==> config.mk <==
export PLATFORM = sky130hd
export DESIGN_NAME = dmem_arbiter
export DESIGN_NICKNAME = d
export VERILOG_FILES = /design/src/rtl/dmem_arbiter.sv
export SDC_FILE = /design/constraint.sdc
export NUM_CORES = 1
export LEC_CHECK = 0
export CAP_MARGIN = 5
export CORE_AREA = 8 8 110 112
export CTS_BUF_LIST = sky130_fd_sc_hd__clkbuf_8
export CTS_CLUSTER_SIZE = 25
export DETAILED_ROUTE_END_ITERATION = 6
export DIE_AREA = 0 0 118 120
export GPL_TIMING_DRIVEN = 0
export HOLD_SLACK_MARGIN = 0.1
export PLACE_DENSITY_LB_ADDON = 0.25
export SYNTH_ARGS = -nofsm -noshare
export SYNTH_HDL_FRONTEND = slang
export SYNTH_SLANG_ARGS = --single-unit
==> constraint.sdc <==
create_clock -name clk -period 2.1 [get_ports clk]
set_input_delay 0.42 -clock clk [delete_from_list [all_inputs] [get_ports clk]]
set_output_delay 0.42 -clock clk [all_outputs]
set_load 0.005 [all_outputs]
==> src/rtl/dmem_arbiter.sv <==
// Shares the single-ported data memory between the MEM stage and a debug/loader master.
// The CPU has fixed priority; a starved debug request forces a one-cycle pipeline stall.
module dmem_arbiter #(
    parameter int unsigned STARVE_LIMIT = 8
) (
    input  logic        clk,
    input  logic        reset,
    input  logic [31:0] cpu_addr,
    input  logic [31:0] cpu_wdata,
    input  logic        cpu_memread,
    input  logic        cpu_memwrite,
    output logic [31:0] cpu_rdata,
    output logic        cpu_stall,
    input  logic        dbg_req,
    input  logic        dbg_we,
    input  logic [31:0] dbg_addr,
    input  logic [31:0] dbg_wdata,
    output logic        dbg_gnt,
    output logic        dbg_rvalid,
    output logic [31:0] dbg_rdata,
    output logic [31:0] mem_addr,
    output logic [31:0] mem_wdata,
    output logic        mem_read,
    output logic        mem_write,
    input  logic [31:0] mem_rdata
);

    localparam int unsigned CW = $clog2(STARVE_LIMIT + 1);

    typedef enum logic {
        IDLE  = 1'b0,
        FORCE = 1'b1
    } state_t;

    state_t          state_q, state_d;
    logic [CW-1:0]   starve_cnt_q, starve_cnt_d;
    logic            dbg_rvalid_q, dbg_rvalid_d;
    logic [31:0]     dbg_rdata_q, dbg_rdata_d;
    logic            cpu_access;

    assign cpu_access = cpu_memread | cpu_memwrite;
    assign cpu_rdata  = mem_rdata;
    assign dbg_rvalid = dbg_rvalid_q;
    assign dbg_rdata  = dbg_rdata_q;

    always_ff @(posedge clk) begin
        if (reset) begin
            state_q      <= IDLE;
            starve_cnt_q <= '0;
            dbg_rvalid_q <= 1'b0;
            dbg_rdata_q  <= '0;
        end else begin
            state_q      <= state_d;
            starve_cnt_q <= starve_cnt_d;
            dbg_rvalid_q <= dbg_rvalid_d;
            dbg_rdata_q  <= dbg_rdata_d;
        end
    end

    // Arbitration, memory mux and starvation tracking
    always_comb begin
        state_d      = state_q;
        starve_cnt_d = '0;
        cpu_stall    = 1'b0;
        dbg_gnt      = 1'b0;
        mem_addr     = cpu_addr;
        mem_wdata    = cpu_wdata;
        mem_read     = cpu_memread;
        mem_write    = cpu_memwrite;

        unique case (state_q)
            IDLE: begin
                if (dbg_req && !cpu_access) begin
                    dbg_gnt = 1'b1;
                end else if (dbg_req) begin
                    if (starve_cnt_q == CW'(STARVE_LIMIT - 1)) begin
                        state_d = FORCE;
                    end else begin
                        starve_cnt_d = starve_cnt_q + CW'(1);
                    end
                end
            end
            FORCE: begin
                state_d = IDLE;
                if (dbg_req) begin
                    cpu_stall = 1'b1;
                    dbg_gnt   = 1'b1;
                end
            end
            default: state_d = IDLE;
        endcase

        if (dbg_gnt) begin
            mem_addr  = dbg_addr;
            mem_wdata = dbg_wdata;
            mem_read  = ~dbg_we;
            mem_write = dbg_we;
        end

        // Reset masks every control strobe so no access lands in the reset cycle
        if (reset) begin
            cpu_stall = 1'b0;
            dbg_gnt   = 1'b0;
            mem_read  = 1'b0;
            mem_write = 1'b0;
        end

        dbg_rvalid_d = dbg_gnt & ~dbg_we;
        dbg_rdata_d  = (dbg_gnt && !dbg_we) ? mem_rdata : dbg_rdata_q;
    end

endmodule

# After elaboration in Yosys (flattened, before gate mapping)
# Cells that the tools add are included.
[classes]
n_reduce_logical = 5
add_sub_neg = 1
eq_ne = 1
n_bitwise = 5
mux = 16
[ops]
columns = ["op", "count"]
rows = [
  ["$mux 32", 2],
  ["$mux 1", 12],
  ["$reduce_or 5->1", 1],
  ["$add 4x1->4 const B", 1],
  ["$eq 4x3->1 const B", 1],
  ["$pmux 1 s2", 2],
  ["$not 1->1", 3],
  ["$logic_and 1x1->1", 2],
  ["$logic_not 1->1", 2],
  ["$and 1x1->1", 1],
  ["$or 1x1->1", 1],
]
[word_totals]
word_cells = 32
regBits = 38
output_inout_bits = 133
in_bits = 166

# Depth between registers and ports, before layout
[depth]
ltp_word = 7
mapped_depth = 5
mapped_depth_nobuf = 4

# Worst setup path after synthesis
# OpenSTA, ideal clock, no wires.
[synth_timing]
path_type = "input-to-output"
startpoint = "input cpu_memwrite"
endpoint = "output mem_addr[0]"
arrival_time_ps = 1412
t_required_ps = 1680
stages = 5
slack_ps = 268
path_buffers = 2
path_cell_list = "o21ba_2 -> nand2b_1 -> buf_2 -> buf_2 -> mux2_2"
[synth_between]
elab_chain_cells = 6
[synth_lines]
columns = ["item", "line_no", "rtl"]
rows = [
  ["from (decl)", "11", "input logic cpu_memwrite,"],
  ["$or 1x1->1", "41", "assign cpu_access = cpu_memread | cpu_memwrite;"],
  ["$logic_not 1->1", "73", "if (dbg_req && !cpu_access) begin"],
  ["$logic_and 1x1->1", "73", ""],
  ["$mux 1", "73", ""],
  ["$pmux 1 s2", "71", "unique case (state_q)"],
  ["$mux 32", "93", "if (dbg_gnt) begin"],
  ["to (decl)", "21", "output logic [31:0] mem_addr,"],
]
# No other way between the ends.

# Final worst setup path
[layout_timing]
startpoint = "register state_q"
endpoint = "output mem_wdata[13]"
[layout_between]
elab_chain_cells = 3
[layout_lines]
columns = ["item", "line_no", "rtl"]
rows = [
  ["from (decl)", "35", "state_t state_q, state_d;"],
  ["from (signal assigned)", "53", "state_q <= state_d;"],
  ["$not 1->1", "-", ""],
  ["$pmux 1 s2 (*)", "71", ""],
  ["$mux 32 (*)", "93", ""],
  ["to (decl)", "22", "output logic [31:0] mem_wdata,"],
]
# Mark *: on every way between the ends. The rest lies on a longest branch, timed or not.

==> metrics.txt <==
die area 14,160 um2; CP endpoint kind output pin; antenna violations before repair 0; dpl hpwl 11,760 um; CP arrival 1.82 ns; Syn Area/Cell 11.04 um2; Final Skew 0.003260 ns; top cells by area, synth dfxtp_1 (29%), mux2_2 (28%), mux2_4 (16%); fin util 61.22%; met1 Use GR 22.62%; Remaining Overflow, GRT 0; final hold viol count 0; cell count after synthesis 240; first-pass GRT wire length 21,580 um; Max stage delay on crit path 0.33 ns; NumNets Final 733; wire per inst 21.01 um; filler instances 884; busiest grt layer met2; worst-margin pin slew 0.4367 ns; clock sinks 38; post-synth top area cell dfxtp_1; Die H 120 um; routing usage on met2 35.01%; Syn. warnings 0; Maximum Capacitance Violations 0; Via-to-Cell Ratio 4.307; routed via count 3,041; fin cells 706; routability-driven placement congestion ratio 0.8931; vias in the first global route 3,351; ANT nets after route 0; pwr dens 344.7 nW/um2; Peak VDD IR 0.2685 mV; core footprint 10,510 um2; status finished with violations; clock buffer depth 2; syn nets 407; post-synthesis cell type count 22; share of the synthesized area in the top cell type 28.72%; Remaining DRCs 0; cts hold-fix bufs 0; clock-pin slew on the worst setup and hold paths 0.07 ns; IO Pins 299; commonest non-fill, non-tap cells in the layout clkdlybuf4s50_1 (227), mux2_4 (83), buf_6 (65); Design Power 2.217 mW; largest family of logic cells by synthesized area multiplexers; post-route cell area 6432 um2; static leakage 2.998 nW; dpl cell area 5807 um2; commonest non-fill, non-tap cell in the layout clkdlybuf4s50_1; drt first pass iters 4; Worst Path Class, Setup reg2out; worst setup slack after layout -0.1367 ns; Cell Area, Synth 2649 um2; multiplexer share of the synthesized area 45.30%; GRT Resource Usage Total 19.52%; GR Util met3 6.623%; CTS tree built; Synth Area in Adders 0.4724%; worst path cell trace o21ba_4 -> nand2b_4 -> buf_8 -> buf_8 -> buf_6 -> buf_6 -> mux2_4 -> buf_6; number of DRC markers in iteration 0 158; f_max 447.1 MHz; Slew Viols, Final 0; post-layout min period 2.237 ns; Die Wd 118 um; Final Setup Violations 47; clock root cell clkbuf_8; Seq cells post-synth 38; Inserted Diodes 0; row count 38; Routed WL 14,830 um; share of layout cells above drive strength 1 41.87%; compound-gate portion of the synthesized area 1.039%; IO Port Bufs 298; area share of and/or/nand/nor cells after synthesis 11.34%; crit path launch type register; failing checks setup timing; R2R Setup Slk 0.42 ns; HP Class reg2reg; Req. time, crit path 1.68 ns; Syn-to-layout area delta 142.8%; period utilization 106.5%; RSZ-0062 raised after global routing yes; # placed instances 678; post-synthesis sequential area ratio 28.72%; final hold slack 0.4759 ns; XOR/XNOR Fraction of Synth Area 0.3307%; largest net degree at the start of global routing 12; slew margin rel. 70.88%; # H-tree levels 2; crit path max-delay cell type dfxtp_2; Worst-Skew Late Latency 0.28 ns; Inserted Clock Buffers 5; CP Max Fanout 5; Initial Util 25.21%; cell repeated most along the worst path buf_6
[final cells by class]
cell class / instances / area (um2) / area share [%]
plain buffers: 46 / 410.4 / 6.380
clock buffers: 5 / 68.82 / 1.070
clock inverters: 2 / 10.01 / 0.1556
inverters: 1 / 3.754 / 0.05835
multi-input cells: 154 / 1765 / 27.45
flip-flops and latches: 38 / 762.0 / 11.85
well taps: 140 / 175.2 / 2.723
repair buffers: 320 / 3237 / 50.32
[metal layers]
layer	vias up	share of wire, %
met2	171	50
met1	1423	41
met4	0	0.42
li1	1441	-
met3	6	8.6
met5	-	0
[path summary, 6_finish.rpt]
path                   start         endpoint  depth (start not counted)
min reg2reg  starve_cnt_q[0]  starve_cnt_q[0]                          1
max reg2reg          state_q    dbg_rdata[22]                          6
max                  state_q    mem_wdata[13]                          8
min          starve_cnt_q[0]  starve_cnt_q[0]                          1
[registers in the layout, summed over array words and instances (netlist names)]
| register | cells |
|---|---|
| dbg_rvalid | 1 |
| starve_cnt_q | 4 |
| state_q | 1 |
| dbg_rdata | 32 |
[synth_stat cells]
library cell   n
xnor2_1        1
inv_1          1
buf_2          7
clkbuf_1       4
buf_6          4
dfxtp_1       38
nor2b_1       33
nand2b_1       3
o21ba_2        1
nand3_1        1
nand3b_1       2
buf_4         32
nand2_1        2
or3_1          1
a2bb2oi_1      1
mux2i_1        1
a32oi_1        1
mux2_4        29
nor2_1         9
ha_1           1
mux2_2        67
nor3b_1        1
[report_power, final]
| group | switching [mW] | internal [mW] |
|---|---|---|
| combinational | 0.279 | 0.720 |
| sequential | 0.00750 | 0.736 |
| clock | 0.253 | 0.223 |
[per-stage QoR]
step / setup TNS (ns) / setup WS [ns]
after floorplan: 0 / 0.2677
after global placement: -59.83 / -0.9655
after detailed placement: -62.70 / -0.9893
after CTS: -5.276 / -0.1843
after global routing: -6.277 / -0.2034
final: -3.033 / -0.1367
[cell families after synthesis]
logic type | Yosys count
fa+ha+maj | 1
compound gates | 3
flops | 38
simple gates | 52
mux | 97
buf+inv | 48
xor+xnor | 1
[critical path: cells and delay by family (launching register included)]
family                 cells  cell delay (ns)
muxes                      1             0.29
DFF                        1             0.33
and+or+nand+nor            1             0.15
buffers and inverters      5             0.61
AOI/OAI and AO/OA          1             0.15
[what timing repair did]
action | in CTS | in global routing
endpoints found under the setup margin | 68 | 61
endpoints found under the hold margin | 0 | 0
resized for setup | 401 | 22
setup buffers | 19 | 3
cloned | 4 | 0
Power figures use the tool's default switching activity.
==> patch 1, RTL diff (config.mk and constraints unchanged) <==
`STARVE_LIMIT`: 8 -> 4.
--- a/src/rtl/dmem_arbiter.sv
+++ b/src/rtl/dmem_arbiter.sv
@@ -3,3 +3,3 @@
 module dmem_arbiter #(
-    parameter int unsigned STARVE_LIMIT = 8
+    parameter int unsigned STARVE_LIMIT = 4
 ) (
Behaviour: not the same (Yosys sat finds a counterexample within 10 cycles, from zero or initial values and one cycle with reset high).
==> patch 1 against the unedited design <==
Total power shrank 3.6%; global-route usage is 0.81 points lower; routed wire length fell by 5.5%; area after synthesis rose by 7.6%; hold slack got worse by 54 ps; final area shrank 5.0%; sequential cell count shrank 1; worst setup slack gained 190 ps.
==> patch 1: results (changes against the unedited design) <==
CTS Sinks: 37 (-2.6%)
Cells after Synth: 236 (-1.7%)
Final Non-Filler Cells: 688 (-2.5%)
DRT iter0 DRCs: 126 (-20%)
sequential share of the synthesized area: 26.0% (-2.7 points)
syn nets: 404 (-0.74%)
post-synthesis cell type count: 20 (-9.1%)
P&R area growth vs syn: 115%
status: completed
placed cell count: 673 (-0.74%)
Synth Area in Compound Gates: 1.27% (+0.23 points)
Final HPWL DP: 11800 µm (+0.16%)
Inverters excl. clock: 5 (+4)
Least-Margin Pin Slew: 463 ps (+26.1 ps)
clock buffer count: 6 (+1)
via count: 2900 (-4.6%)
Multi-input comb cells: 148 (-3.9%)
Port-buffer cells: 297 (-0.34%)
mux share of post-synthesis cell area: 48.2% (+2.9 points)
CP arrival: 1630 ps (-190 ps)
Detailed Route WL: 14000 µm (-5.5%)
clock network share of area: 1.47% (+0.25 points)
dpl ws: -721 ps (+268 ps)
fraction of area in multi-input gates: 28.4% (+0.93 points)
post-synthesis adder-cell area fraction: 0.878% (+0.41 points)
hold slack: 421 ps (-54.5 ps)
sequential share of cell area: 12.1% (+0.29 points)
first-pass GRT wire length: 20500 µm (-4.8%)
Lkg Pwr: 2.88 nW (-4.0%)
bufs w/o clock: 351 (-4.1%)
top post-synthesis cells by count: 78 x mux2_4, 37 x dfxtp_1, 32 x buf_4, 32 x nor2b_1, 18 x mux2_2
post-CTS setup buffers: 6 (-13)
Post-Synth XOR/XNOR Area: 0% (-0.33 points)
largest net degree at the start of global routing: 20 (+8)
Peak VDD IR: 0.250 mV (-6.8%)
Post-CTS Resized: 251 (-37%)
Fmax: 489 MHz (+9.3%)
CP Max Fanout: 10 (+5)
skew final: 8.10 ps (+4.84 ps)
dpl cell area: 0.00600 mm² (+3.3%)
Non-clock buffer share: 54.8% (-1.9 points)
number of global-route vias before repair: 3253 (-2.9%)
r2r setup slk: 710 ps (+290 ps)
Synth area leaders: mux2_4 41%, dfxtp_1 26%, buf_4 8.4%, mux2_2 7.1%, nor2b_1 7.0%
==> patch 1: cell types whose count changed in the layout (fill, tap and decap cells not counted), sizes merged, moves of 2 or more <==
cell | before | now
buf | 128 | 92
clkbuf | 10 | 23
dlygate4sd2 | 4 | 12
inv | 1 | 5
clkinv | 2 | 0
nor2 | 9 | 7
==> patch 1: power breakdown <==
| part | internal (W) | switching [W] |
|---|---|---|
| Clock | 0.000259 | 0.000243 |
| Combinational | 0.000652 | 0.000259 |
| Sequential | 0.000717 | 0.00000698 |
==> patch 1: routing by layer <==
metal | vias up | GRT usage, % | wire length, µm
met1 | 1332 | 20.8 | 5610
met4 | 0 | 4.00 | 157
met3 | 8 | 6.90 | 1240
met2 | 163 | 33.5 | 7010
li1 | 1397 | - | -
met5 | - | 0 | 0
==> patch 1: critical path: stages (launching register included) <==
cell      delay (ps)
dfxtp_2          320
o21bai_4         170
nand2_4          110
buf_12           140
buf_8            160
mux2_4           320
buf_6            120
==> patch 2, RTL diff (config.mk and constraints unchanged) <==
Made on the original files. `dbg_rdata_q` no longer has a reset.
--- a/src/rtl/dmem_arbiter.sv
+++ b/src/rtl/dmem_arbiter.sv
@@ -50,3 +50,2 @@
             dbg_rvalid_q <= 1'b0;
-            dbg_rdata_q  <= '0;
         end else begin
@@ -55,4 +54,7 @@
             dbg_rvalid_q <= dbg_rvalid_d;
-            dbg_rdata_q  <= dbg_rdata_d;
         end
+    end
+
+    always_ff @(posedge clk) begin
+        dbg_rdata_q <= dbg_rdata_d;
     end
Function: differs if reset is asserted again (counterexample within 4 cycles, from zero or initial values and one cycle with reset high); with reset held inactive, the same outputs for 10 cycles.
==> patch 2 against the unedited design <==
The flow still finishes with violations (negative setup slack); die area unchanged; utilization decreased by 5.5 points; non-clock buffer count decreased by 14; hold slack worse by 12 ps; routed wire length down 19%; worst setup slack better by 91 ps; sequential cell count did not move; clock power up 8.6%; sequential share of layout area grew 6.6 points; area after synthesis down 11%; final area decreased by 9.0%; total power shrank 0.97%; critical endpoint is now mem_addr[6]; highest routed layer unchanged.
==> patch 2: results (changes against the unedited design) <==
Cells after Synth: 168 (-30%)
failing checks: negative setup slack
status: finished with violations
dpl ws: -750 ps (+239 ps)
Final Non-Filler Cells: 629 (-11%)
mux share of post-synthesis cell area: 35.2% (-10 points)
CP Max Fanout: 6 (+1)
placed cell count: 607 (-10%)
Worst path slowest cell: dlygate4sd2_1
post-synthesis cell type count: 21 (-4.5%)
Synth area leaders: edfxtp_1 41%, mux2_2 18%, mux2_4 17%, buf_4 10%, dfxtp_1 5.1%
hold slack: 464 ps (-12.0 ps)
setup ws final: -45.8 ps (+90.9 ps)
setup violators final: 18 (-62%)
net switching fraction of the power: 22.1% (-2.2 points)
CP arrival: 1730 ps (-90 ps)
Reg2Reg Capture Point: dbg_rdata[3]$_DFFE_PP_
syn nets: 335 (-18%)
DR vias/cell: 4.05 (-6.0%)
Lkg Pwr: 2.54 nW (-15%)
Clk power: 0.000517 W (+8.6%)
power density over the cells: 375 mW/mm² (+8.8%)
Post-CTS Resized: 216 (-46%)
sequential share of the synthesized area: 45.7% (+17 points)
r2r setup slk: 160 ps (-260 ps)
Layout fillers: 895 (+1.2%)
Post-Synth XOR/XNOR Area: 0.371% (+0.040 points)
## patch 2: worst max-delay path by stage
stage	endpoint
after floorplan	dbg_rdata[0]$_DFFE_PP_
after global placement	dbg_rdata[8]$_DFFE_PP_
after detailed placement	mem_addr[13]
after CTS	mem_wdata[10]
after global routing	mem_addr[6]
final	mem_addr[6]
## patch 2: per-layer routing
| layer | up-vias | track usage [%] | wire [µm] |
|---|---|---|---|
| met5 | - | 0 | 0 |
| met1 | 1174 | 15.7 | 4160 |
| met4 | 0 | 2.16 | 57 |
| li1 | 1217 | - | - |
| met3 | 6 | 6.53 | 1050 |
| met2 | 149 | 30.4 | 6680 |
## patch 2: layout make-up
cell class              count  area [µm²]  share of cell area (%)
multi-input cells          90        1030                    17.7
clock inverters             2        12.5                   0.214
flip-flops and latches     38        1080                    18.5
plain buffers              38         350                    5.99
inverters                   1        3.75                  0.0641
clock buffers               6        82.6                    1.41
repair buffers            314        3110                    53.2
well taps                 140         175                    2.99
